**src/rtl/load_store_unit_if.sv**
```systemverilog
// Bus bundle for the load/store unit: the core request/response handshake
// plus the word-wide data memory port. The LSU takes the slave view; the
// core/memory side (or a testbench) takes the master view.
interface load_store_unit_if;
  // core request
  logic        req;
  logic        we;
  logic [1:0]  size;
  logic        sign;
  logic [31:0] addr;
  logic [31:0] wdata;
  // core response
  logic        busy;
  logic        done;
  logic [31:0] rdata;
  logic        misalign;
  logic        range_err;
  // data memory port
  logic [31:0] mem_addr;
  logic [31:0] mem_wdata;
  logic        mem_read;
  logic        mem_write;
  logic [31:0] mem_rdata;

  modport slave (
    input  req, we, size, sign, addr, wdata, mem_rdata,
    output busy, done, rdata, misalign, range_err,
           mem_addr, mem_wdata, mem_read, mem_write
  );

  modport master (
    output req, we, size, sign, addr, wdata, mem_rdata,
    input  busy, done, rdata, misalign, range_err,
           mem_addr, mem_wdata, mem_read, mem_write
  );
endinterface

```
**src/rtl/load_store_unit.sv**
```systemverilog
// Load/store unit between the core's EX/MEM stage and a word-wide data memory.
// Sub-word loads are extracted and extended; sub-word stores are done as a
// read-modify-write because the memory always writes a full word. Misaligned
// and out-of-range requests are reported and never touch memory.
module load_store_unit #(
  parameter int MEM_BYTES = 1024
) (
  input  logic              clk_i,
  input  logic              rst_i,
  load_store_unit_if.slave  bus
);

  localparam logic [2:0] ST_IDLE  = 3'd0;
  localparam logic [2:0] ST_RD    = 3'd1;
  localparam logic [2:0] ST_WR    = 3'd2;
  localparam logic [2:0] ST_DONE  = 3'd3;
  localparam logic [2:0] ST_FAULT = 3'd4;

  localparam logic [1:0] SZ_BYTE = 2'b00;
  localparam logic [1:0] SZ_HALF = 2'b01;
  localparam logic [1:0] SZ_WORD = 2'b10;

  localparam logic [31:0] MEM_LIMIT = 32'(MEM_BYTES);

  logic [2:0]  state_reg, state_next;
  logic        we_reg;
  logic [1:0]  size_reg;
  logic        sign_reg;
  logic [31:0] addr_reg;
  logic [31:0] wdata_reg;
  logic [31:0] word_reg;
  logic [31:0] rdata_reg;
  logic        misalign_reg;
  logic        range_err_reg;

  logic        req_misalign;
  logic        req_range;
  logic        accept;
  logic [31:0] rd_shifted;
  logic [7:0]  byte_val;
  logic [15:0] half_val;
  logic [31:0] load_ext;
  logic [3:0]  lane_hit;
  logic [7:0]  lane_new [4];
  logic [31:0] merged_word;
  logic [31:0] store_word;
  logic        mem_active;

  assign accept = (state_reg == ST_IDLE) && bus.req;

  // Alignment fault takes priority over the range check.
  assign req_misalign = ((bus.size == SZ_HALF) && bus.addr[0])
                     || ((bus.size == SZ_WORD) && (bus.addr[1:0] != 2'b00))
                     || (bus.size == 2'b11);
  assign req_range    = (bus.addr >= MEM_LIMIT);

  // Load extraction works straight off the memory bus during RD.
  assign rd_shifted = bus.mem_rdata >> {addr_reg[1:0], 3'b000};
  assign byte_val   = rd_shifted[7:0];
  assign half_val   = addr_reg[1] ? bus.mem_rdata[31:16] : bus.mem_rdata[15:0];

  // Select and sign/zero-extend the loaded field.
  always_comb begin
    load_ext = bus.mem_rdata;
    case (size_reg)
      SZ_BYTE: load_ext = {{24{sign_reg & byte_val[7]}}, byte_val};
      SZ_HALF: load_ext = {{16{sign_reg & half_val[15]}}, half_val};
      default: load_ext = bus.mem_rdata;
    endcase
  end

  // Per-lane merge of store data into the word captured during RD.
  // Bytes take wdata[7:0] in one lane; halves take wdata[15:0] across two lanes.
  generate
    for (genvar gi = 0; gi < 4; gi++) begin : g_lane
      assign lane_hit[gi] = (size_reg == SZ_BYTE) ? (addr_reg[1:0] == 2'(gi))
                                                  : (addr_reg[1] == 1'(gi / 2));
      assign lane_new[gi] = (size_reg == SZ_BYTE) ? wdata_reg[7:0]
                                                  : wdata_reg[8*(gi%2) +: 8];
      assign merged_word[8*gi +: 8] = lane_hit[gi] ? lane_new[gi]
                                                   : word_reg[8*gi +: 8];
    end
  endgenerate

  assign store_word = (size_reg == SZ_WORD) ? wdata_reg : merged_word;

  // Next-state selection for the request sequencer.
  always_comb begin
    state_next = state_reg;
    case (state_reg)
      ST_IDLE: begin
        if (bus.req) begin
          if (req_misalign || req_range)
            state_next = ST_FAULT;
          else if (bus.we && (bus.size == SZ_WORD))
            state_next = ST_WR;
          else
            state_next = ST_RD;
        end
      end
      ST_RD:    state_next = we_reg ? ST_WR : ST_DONE;
      ST_WR:    state_next = ST_DONE;
      ST_DONE:  state_next = ST_IDLE;
      ST_FAULT: state_next = ST_IDLE;
      default:  state_next = ST_IDLE;
    endcase
  end

  // State, request latches, captured read word and load result.
  always_ff @(posedge clk_i or negedge rst_i) begin
    if (!rst_i) begin
      state_reg     <= ST_IDLE;
      we_reg        <= 1'b0;
      size_reg      <= 2'b00;
      sign_reg      <= 1'b0;
      addr_reg      <= 32'd0;
      wdata_reg     <= 32'd0;
      word_reg      <= 32'd0;
      rdata_reg     <= 32'd0;
      misalign_reg  <= 1'b0;
      range_err_reg <= 1'b0;
    end else begin
      state_reg <= state_next;
      if (accept) begin
        we_reg        <= bus.we;
        size_reg      <= bus.size;
        sign_reg      <= bus.sign;
        addr_reg      <= bus.addr;
        wdata_reg     <= bus.wdata;
        misalign_reg  <= req_misalign;
        range_err_reg <= !req_misalign && req_range;
      end
      if (state_reg == ST_RD) begin
        word_reg <= bus.mem_rdata;
        if (!we_reg)
          rdata_reg <= load_ext;
      end
    end
  end

  assign mem_active    = (state_reg == ST_RD) || (state_reg == ST_WR);

  assign bus.busy      = (state_reg != ST_IDLE);
  assign bus.done      = (state_reg == ST_DONE) || (state_reg == ST_FAULT);
  assign bus.misalign  = (state_reg == ST_FAULT) && misalign_reg;
  assign bus.range_err = (state_reg == ST_FAULT) && range_err_reg;
  assign bus.rdata     = rdata_reg;
  assign bus.mem_read  = (state_reg == ST_RD);
  assign bus.mem_write = (state_reg == ST_WR);
  assign bus.mem_addr  = mem_active ? {addr_reg[31:2], 2'b00} : 32'd0;
  assign bus.mem_wdata = (state_reg == ST_WR) ? store_word : 32'd0;

endmodule

```
**src/flat_wrapper.sv**
```systemverilog
// flat-port wrapper written by rule: the top's interface ports become plain ports
module load_store_unit_flat 
#(
  parameter int MEM_BYTES = 1024
)
  (clk_i, rst_i, bus_req, bus_we, bus_size, bus_sign, bus_addr, bus_wdata, bus_mem_rdata, bus_busy, bus_done, bus_rdata, bus_misalign, bus_range_err, bus_mem_addr, bus_mem_wdata, bus_mem_read, bus_mem_write);
  load_store_unit_if bus_i ();
  input  logic clk_i;
  input  logic rst_i;
  input wire logic [$bits(bus_i.req)-1:0] bus_req;
  input wire logic [$bits(bus_i.we)-1:0] bus_we;
  input wire logic [$bits(bus_i.size)-1:0] bus_size;
  input wire logic [$bits(bus_i.sign)-1:0] bus_sign;
  input wire logic [$bits(bus_i.addr)-1:0] bus_addr;
  input wire logic [$bits(bus_i.wdata)-1:0] bus_wdata;
  input wire logic [$bits(bus_i.mem_rdata)-1:0] bus_mem_rdata;
  output wire logic [$bits(bus_i.busy)-1:0] bus_busy;
  output wire logic [$bits(bus_i.done)-1:0] bus_done;
  output wire logic [$bits(bus_i.rdata)-1:0] bus_rdata;
  output wire logic [$bits(bus_i.misalign)-1:0] bus_misalign;
  output wire logic [$bits(bus_i.range_err)-1:0] bus_range_err;
  output wire logic [$bits(bus_i.mem_addr)-1:0] bus_mem_addr;
  output wire logic [$bits(bus_i.mem_wdata)-1:0] bus_mem_wdata;
  output wire logic [$bits(bus_i.mem_read)-1:0] bus_mem_read;
  output wire logic [$bits(bus_i.mem_write)-1:0] bus_mem_write;
  assign bus_i.req = bus_req;
  assign bus_i.we = bus_we;
  assign bus_i.size = bus_size;
  assign bus_i.sign = bus_sign;
  assign bus_i.addr = bus_addr;
  assign bus_i.wdata = bus_wdata;
  assign bus_i.mem_rdata = bus_mem_rdata;
  assign bus_busy = bus_i.busy;
  assign bus_done = bus_i.done;
  assign bus_rdata = bus_i.rdata;
  assign bus_misalign = bus_i.misalign;
  assign bus_range_err = bus_i.range_err;
  assign bus_mem_addr = bus_i.mem_addr;
  assign bus_mem_wdata = bus_i.mem_wdata;
  assign bus_mem_read = bus_i.mem_read;
  assign bus_mem_write = bus_i.mem_write;
  load_store_unit #(.MEM_BYTES(MEM_BYTES)) u_core (.clk_i(clk_i), .rst_i(rst_i), .bus(bus_i));
endmodule
```
**config.mk**
```make
export PLATFORM = sky130hd
export DESIGN_NAME = load_store_unit_flat
export DESIGN_NICKNAME = d
export VERILOG_FILES = /design/src/rtl/load_store_unit_if.sv /design/src/rtl/load_store_unit.sv /design/src/flat_wrapper.sv
export SDC_FILE = /design/constraint.sdc
export NUM_CORES = 1
export LEC_CHECK = 0
export CORE_ASPECT_RATIO = 1.2
export CORE_MARGIN = 4
export CORE_UTILIZATION = 48
export DETAILED_ROUTE_END_ITERATION = 16
export PLACE_DENSITY_LB_ADDON = 0.15
export SYNTH_ARGS = -nofsm -noshare
export SYNTH_HDL_FRONTEND = slang
export SYNTH_SLANG_ARGS = --single-unit
```
**constraint.sdc**
```tcl
create_clock -name clk_i -period 2.35 [get_ports clk_i]
set_input_delay 0.47 -clock clk_i [delete_from_list [all_inputs] [get_ports clk_i]]
set_output_delay 0.47 -clock clk_i [all_outputs]
set_load 0.05 [all_outputs]
```
**Yosys cells after proc, flatten, opt, wreduce, memory -nomap -nowiden**

Index checks and enable logic that the tools add are counted.

- $lt $le $gt $ge: 1
- Equal/unequal tests: 13
- Shift operators: 1
- Mux-type cells: 19
- Bitwise gates (word level): 4
- Reductions and logical operators: 19

Operators by type and width:

| operator | number |
|---|---|
| two-way mux 32 bit | 3 |
| case mux 32 bit (2 select lines) | 1 |
| two-way mux 8 bit | 5 |
| >= comparator 32 x 11 -> 1 bit (second input constant) | 1 |
| right shift 32 x 5 -> 8 bit | 1 |
| two-way mux 16 bit | 1 |
| == test 2 bit (second input constant) | 5 |
| case mux 3 bit (3 select lines) | 1 |
| logical AND 1 bit | 7 |
| == test 2 x 1 -> 1 bit (second input constant) | 3 |
| == test 3 x 2 -> 1 bit (second input constant) | 2 |
| two-way mux 3 bit | 2 |
| logical OR 1 bit | 5 |
| two-way mux 1 bit | 5 |
| logical NOT 2 bit | 2 |
| == test 3 x 1 -> 1 bit (second input constant) | 1 |
| == test 3 bit (second input constant) | 1 |
| logical NOT 3 bit | 1 |
| nonzero test 3 bit | 1 |
| AND 1 bit | 2 |
| two-way mux 2 bit | 1 |
| != test 2 bit (second input constant) | 1 |
| NOT 1 bit | 2 |
| AND reduction 2 bit | 1 |
| 2 further kinds | 2 |

- Flip-flop bits (word level): 137
- Input bits: 103
- Word-level logic and storage cells: 67

**Logic depth before layout (Yosys ltp)**

Gate-level depths: netlist of the first run.

- Depth in word-level cells: 8
- Gate-level depth with buffers: 9

**Least setup slack after synthesis of the first run**

Ideal clock, no wire load.

- Path type: register to output
- From: reg u_core.size_reg[0]
- To: out bus_mem_wdata[10]
- Data arrival time: 2.379 ns
- Required time: 1.880 ns
- Setup slack: -0.499 ns
- Stages on the path, launching flop included: 7
- Path through: dfrtp_1 -> buf_6 -> or3_4 -> nor2b_1 -> buf_4 -> mux2i_1 -> o21ai_0

- Word-level cells in the longest chain between the ends: 5
- Elaborated cells between the ends (all ways): 7
- Those cells by class: eq/ne: 1; mux: 5; reduce/logical: 1

Ends and longest elaborated chain:

| what | RTL line | source |
|---|---|---|
| start, declared | load_store_unit.sv:27 | `logic [1:0] size_reg;` |
| start signal, assigned | load_store_unit.sv:126 | `size_reg <= bus.size;` |
| logical NOT 2 bit | load_store_unit.sv:76, load_store_unit.sv:78 |  |
| two-way mux 8 bit or two-way mux 1 bit (tied branches) | load_store_unit.sv:78, load_store_unit.sv:76 |  |
| two-way mux 8 bit | load_store_unit.sv:80 | `assign merged_word[8*gi +: 8] = lane_hit[gi] ? lane_new[gi]` |
| two-way mux 32 bit * | load_store_unit.sv:85 | `assign store_word = (size_reg == SZ_WORD) ? wdata_reg : merged_word;` |
| two-way mux 32 bit * | load_store_unit.sv:151 | `assign bus.mem_wdata = (state_reg == ST_WR) ? store_word : 32'd0;` |
| end, declared | flat_wrapper.sv:23 | `output wire logic [$bits(bus_i.mem_wdata)-1:0] bus_mem_wdata;` |

Every way passes the cells marked *; elsewhere a longest branch is shown, timed or not.

**Final worst setup path of the first run**

- From: reg u_core.size_reg[1]
- To: out bus_mem_wdata[19]

- Word-level cells in the longest chain between the ends: 5
- Elaborated cells between the ends (all ways): 6
- Those cells by class: eq/ne: 1; mux: 4; reduce/logical: 1

Ends and longest elaborated chain:

| what | RTL line | source |
|---|---|---|
| logical NOT 2 bit | load_store_unit.sv:76 | `assign lane_hit[gi] = (size_reg == SZ_BYTE) ? (addr_reg[1:0] == 2'(gi))` |
| two-way mux 1 bit | load_store_unit.sv:76 |  |
| two-way mux 8 bit | load_store_unit.sv:80 |  |
| two-way mux 32 bit * | load_store_unit.sv:85 |  |
| two-way mux 32 bit * | load_store_unit.sv:151 |  |

Marked as above.

==> results.tsv, run 1 <==
metric	value	unit
crit_chain	buf_6 > or3b_4 > nand2_8 > mux2i_2 > a21oi_2 > buf_6	
crit_fanout	8	
switchingPower	1.753	mW
top_layer_used	met4	
initialDrtViolationCount	517	
fin_cells	1135	
final_util	0.7710	
die_x	117.9	um
r2r_start	u_core.state_reg[0]$_DFFE_PN0P_	
violations	setup timing	
vias	6269	
ys_seq_area_frac	0.4925	
wirelength	22.22	mm
holdWs	36.69	ps
async_reset_ff_frac	1.000	
max_stage_delay	430	ps
endpoint	bus_mem_wdata[19]	
grtUsageTotal	0.2610	
synth_edf_count	0	
clkSinkCount	137	
drive_above_1_share	0.2998	
fmax	394.3	MHz
die_h	139.9	um
powerDensity	622.1	nW/um^2
route.detailed.drc	0	
clkPwrFrac	0.418	
end_kind	primary output	
dr_wl_met2	11.00	mm
wl_per_cell	19.58	um
start_kind	flip-flop	
hold_class	in -> async	
cts-root-buf	clkbuf_16	
power.internal	4.960	mW
first_global_vias	6363	
combPwrFrac	0.186	
drv_cap	0	
sw_frac_of_total	0.2611	
final_common_cell	nand2_1	
dr.pass1.iters	5	
finalWorstSetupSlack	-186.1	ps
synth_seq_cells	137	
grt_max_degree	63	
place_ws	-40.57	ps
clock_latency	420	ps
met3_length	1.382	mm
grt-ovfl-total	0	
cp_slowest_cell	or3b_4	
reg2reg_depth	7	
diodes	0	
nNetsFinal	1055	
die_area	16500	um^2
finClkSkew	9.175	ps
finalCritPeriodShare	1.079	
design_area	10790	um^2
status	complete, but fails checks	
syn_area	6960	um^2
r2r_slack	410	ps
grt_pass1_wl	34.11	mm
layout_common_cells	nand2_1 (239), dfrtp_1 (136), clkdlybuf4s50_1 (133), buf_6 (53), nand3_1 (48)	
worst-slew-pin-transition	603.5	ps
required	1880	ps
ys.flop_type	dfrtp_1	
syn_to_final_growth	55.02	%
ios	205	
port_buffers	202	
placed_area	9304	um^2
rows	47	
path_clk_slew	50	ps
clock_path_buffers	2	
synth.distinct_cells	50	
dp_cells	1091	
r2r_end	u_core.wdata_reg[11]$_DFFE_PN0P_	
ir_drop	0.0004436	V
fin_crit	2536	ps
via_per_inst	5.523	
power_frac_seq	0.397	
hold_buffers	0	
ant_nets	0	
numCtsBuffers	17	
cp.arrival	2070	ps
drt-met1-wl	9.365	mm
max-slew-margin-rel	0.5977	
htreeDepth	4	
synth_area_per_cell	9.355	um^2
crit_top_cell	buf_6	
setup_violations	32	
critPathLaunch	u_core.size_reg[1]$_DFFE_PN0P_	
core_region_area	14000	um^2
start_util	0.4973	
p_leak	4.936	nW
ys_warn_count	0	
synth_cells	744	
gp_congestion	0.9953	
slew_viol_final	0	
dp_hpwl	15.35	mm
antenna_found_initial	0	
cts_tree	yes	
rsz0062_at_grt	true	
finalPower	6.712	mW
hold_viol_final	0	
crit_type	reg -> out	
fin_tns_setup	-4337	ps
[logic make-up after synthesis]
logic type / share of synthesized area
multiplexers: 0.1350
buffers and inverters: 0.04638
AO/OA/AOI/OAI: 0.06543
flip-flops: 0.4925
other: 0.0005388
AND/OR/NAND/NOR: 0.2601
[critical path, delay by kind of cell (launching register included)]
family / cells / cell delay [ps]
mux: 1 / 260
flops: 1 / 410
compound gates: 1 / 90
buf+inv: 2 / 300
simple gates: 2 / 590
[cell type report]
class / count / area (um^2)
clock buffers: 24 / 511.7
clock inverters: 7 / 112.6
fillers: 946 / 3206
inverters: 2 / 15.01
multi-input cells: 551 / 3754
flip-flops and latches: 137 / 3430
well taps: 171 / 214.0
repair buffers: 243 / 2754
[cell usage after synthesis, types with 2 or more instances]
cell type / instances / share of area
a31oi_1: 7 / 0.0063
nor3b_1: 3 / 0.0032
buf_4: 7 / 0.0075
nor3_1: 9 / 0.0065
mux2i_1: 41 / 0.059
o21ai_1: 11 / 0.0079
nor2_2: 2 / 0.0018
clkbuf_1: 16 / 0.0086
a21oi_1: 11 / 0.0079
o21ai_0: 28 / 0.020
nor4_1: 5 / 0.0045
nor2b_1: 34 / 0.031
nand2_1: 240 / 0.13
dfrtp_1: 137 / 0.49
nand2_2: 4 / 0.0036
nand2b_1: 2 / 0.0018
nand3b_1: 8 / 0.0086
and2_1: 3 / 0.0027
nor2_1: 16 / 0.0086
mux2_2: 47 / 0.076
buf_2: 24 / 0.017
nand3_1: 48 / 0.035
nor4b_4: 2 / 0.0068
buf_6: 7 / 0.011
a221oi_1: 7 / 0.0088
[repair_timing]
| item | CTS | global route |
|---|---|---|
| buffers inserted | 8 | 3 |
| cloned | 2 | 1 |
| gates resized for setup | 103 | 74 |
| endpoints found under the setup margin | 62 | 63 |
| pin swaps | 15 | 6 |
[layer usage]
metal  vias to the layer above  GRT usage
met1                      3069     0.3421
li1                       2926          -
met4                         0    0.08457
met2                       242     0.4316
met3                        32    0.06089
met5                         -          0
[power groups by stage]
stage	clock, mW	sequential, mW	combinational [mW]
CTS	2.83	2.65	1.19
floorplan	0	2.63	0.629
global placement	0	2.67	1.03
detailed placement	0	2.68	1.05
global route	2.92	2.68	1.33
finish	2.80	2.66	1.25
[how the worst min path moves through the flow]
stage | to | cells after the start
after floorplan | u_core.addr_reg[0]$_DFFE_PN0P_ | 0
after global placement | u_core.addr_reg[19]$_DFFE_PN0P_ | 2
after detailed placement | u_core.addr_reg[19]$_DFFE_PN0P_ | 2
after CTS | u_core.addr_reg[13]$_DFFE_PN0P_ | 1
after global routing | u_core.addr_reg[2]$_DFFE_PN0P_ | 1
final | u_core.addr_reg[2]$_DFFE_PN0P_ | 1
Note: power is estimated with default switching activity, not from simulation.
==> run 2, diff against run 1 <==
--- a/config.mk
+++ b/config.mk
@@ -5,11 +5,13 @@
 export SDC_FILE = /design/constraint.sdc
 export NUM_CORES = 1
 export LEC_CHECK = 0
+export CAP_MARGIN = 20
 export CORE_ASPECT_RATIO = 1.2
 export CORE_MARGIN = 4
 export CORE_UTILIZATION = 48
 export DETAILED_ROUTE_END_ITERATION = 16
 export PLACE_DENSITY_LB_ADDON = 0.15
+export SLEW_MARGIN = 5
 export SYNTH_ARGS = -nofsm -noshare
 export SYNTH_HDL_FRONTEND = slang
 export SYNTH_SLANG_ARGS = --single-unit
==> results of run 2 <==
The final DEF is identical to that of run 1; final timing and power are the same.
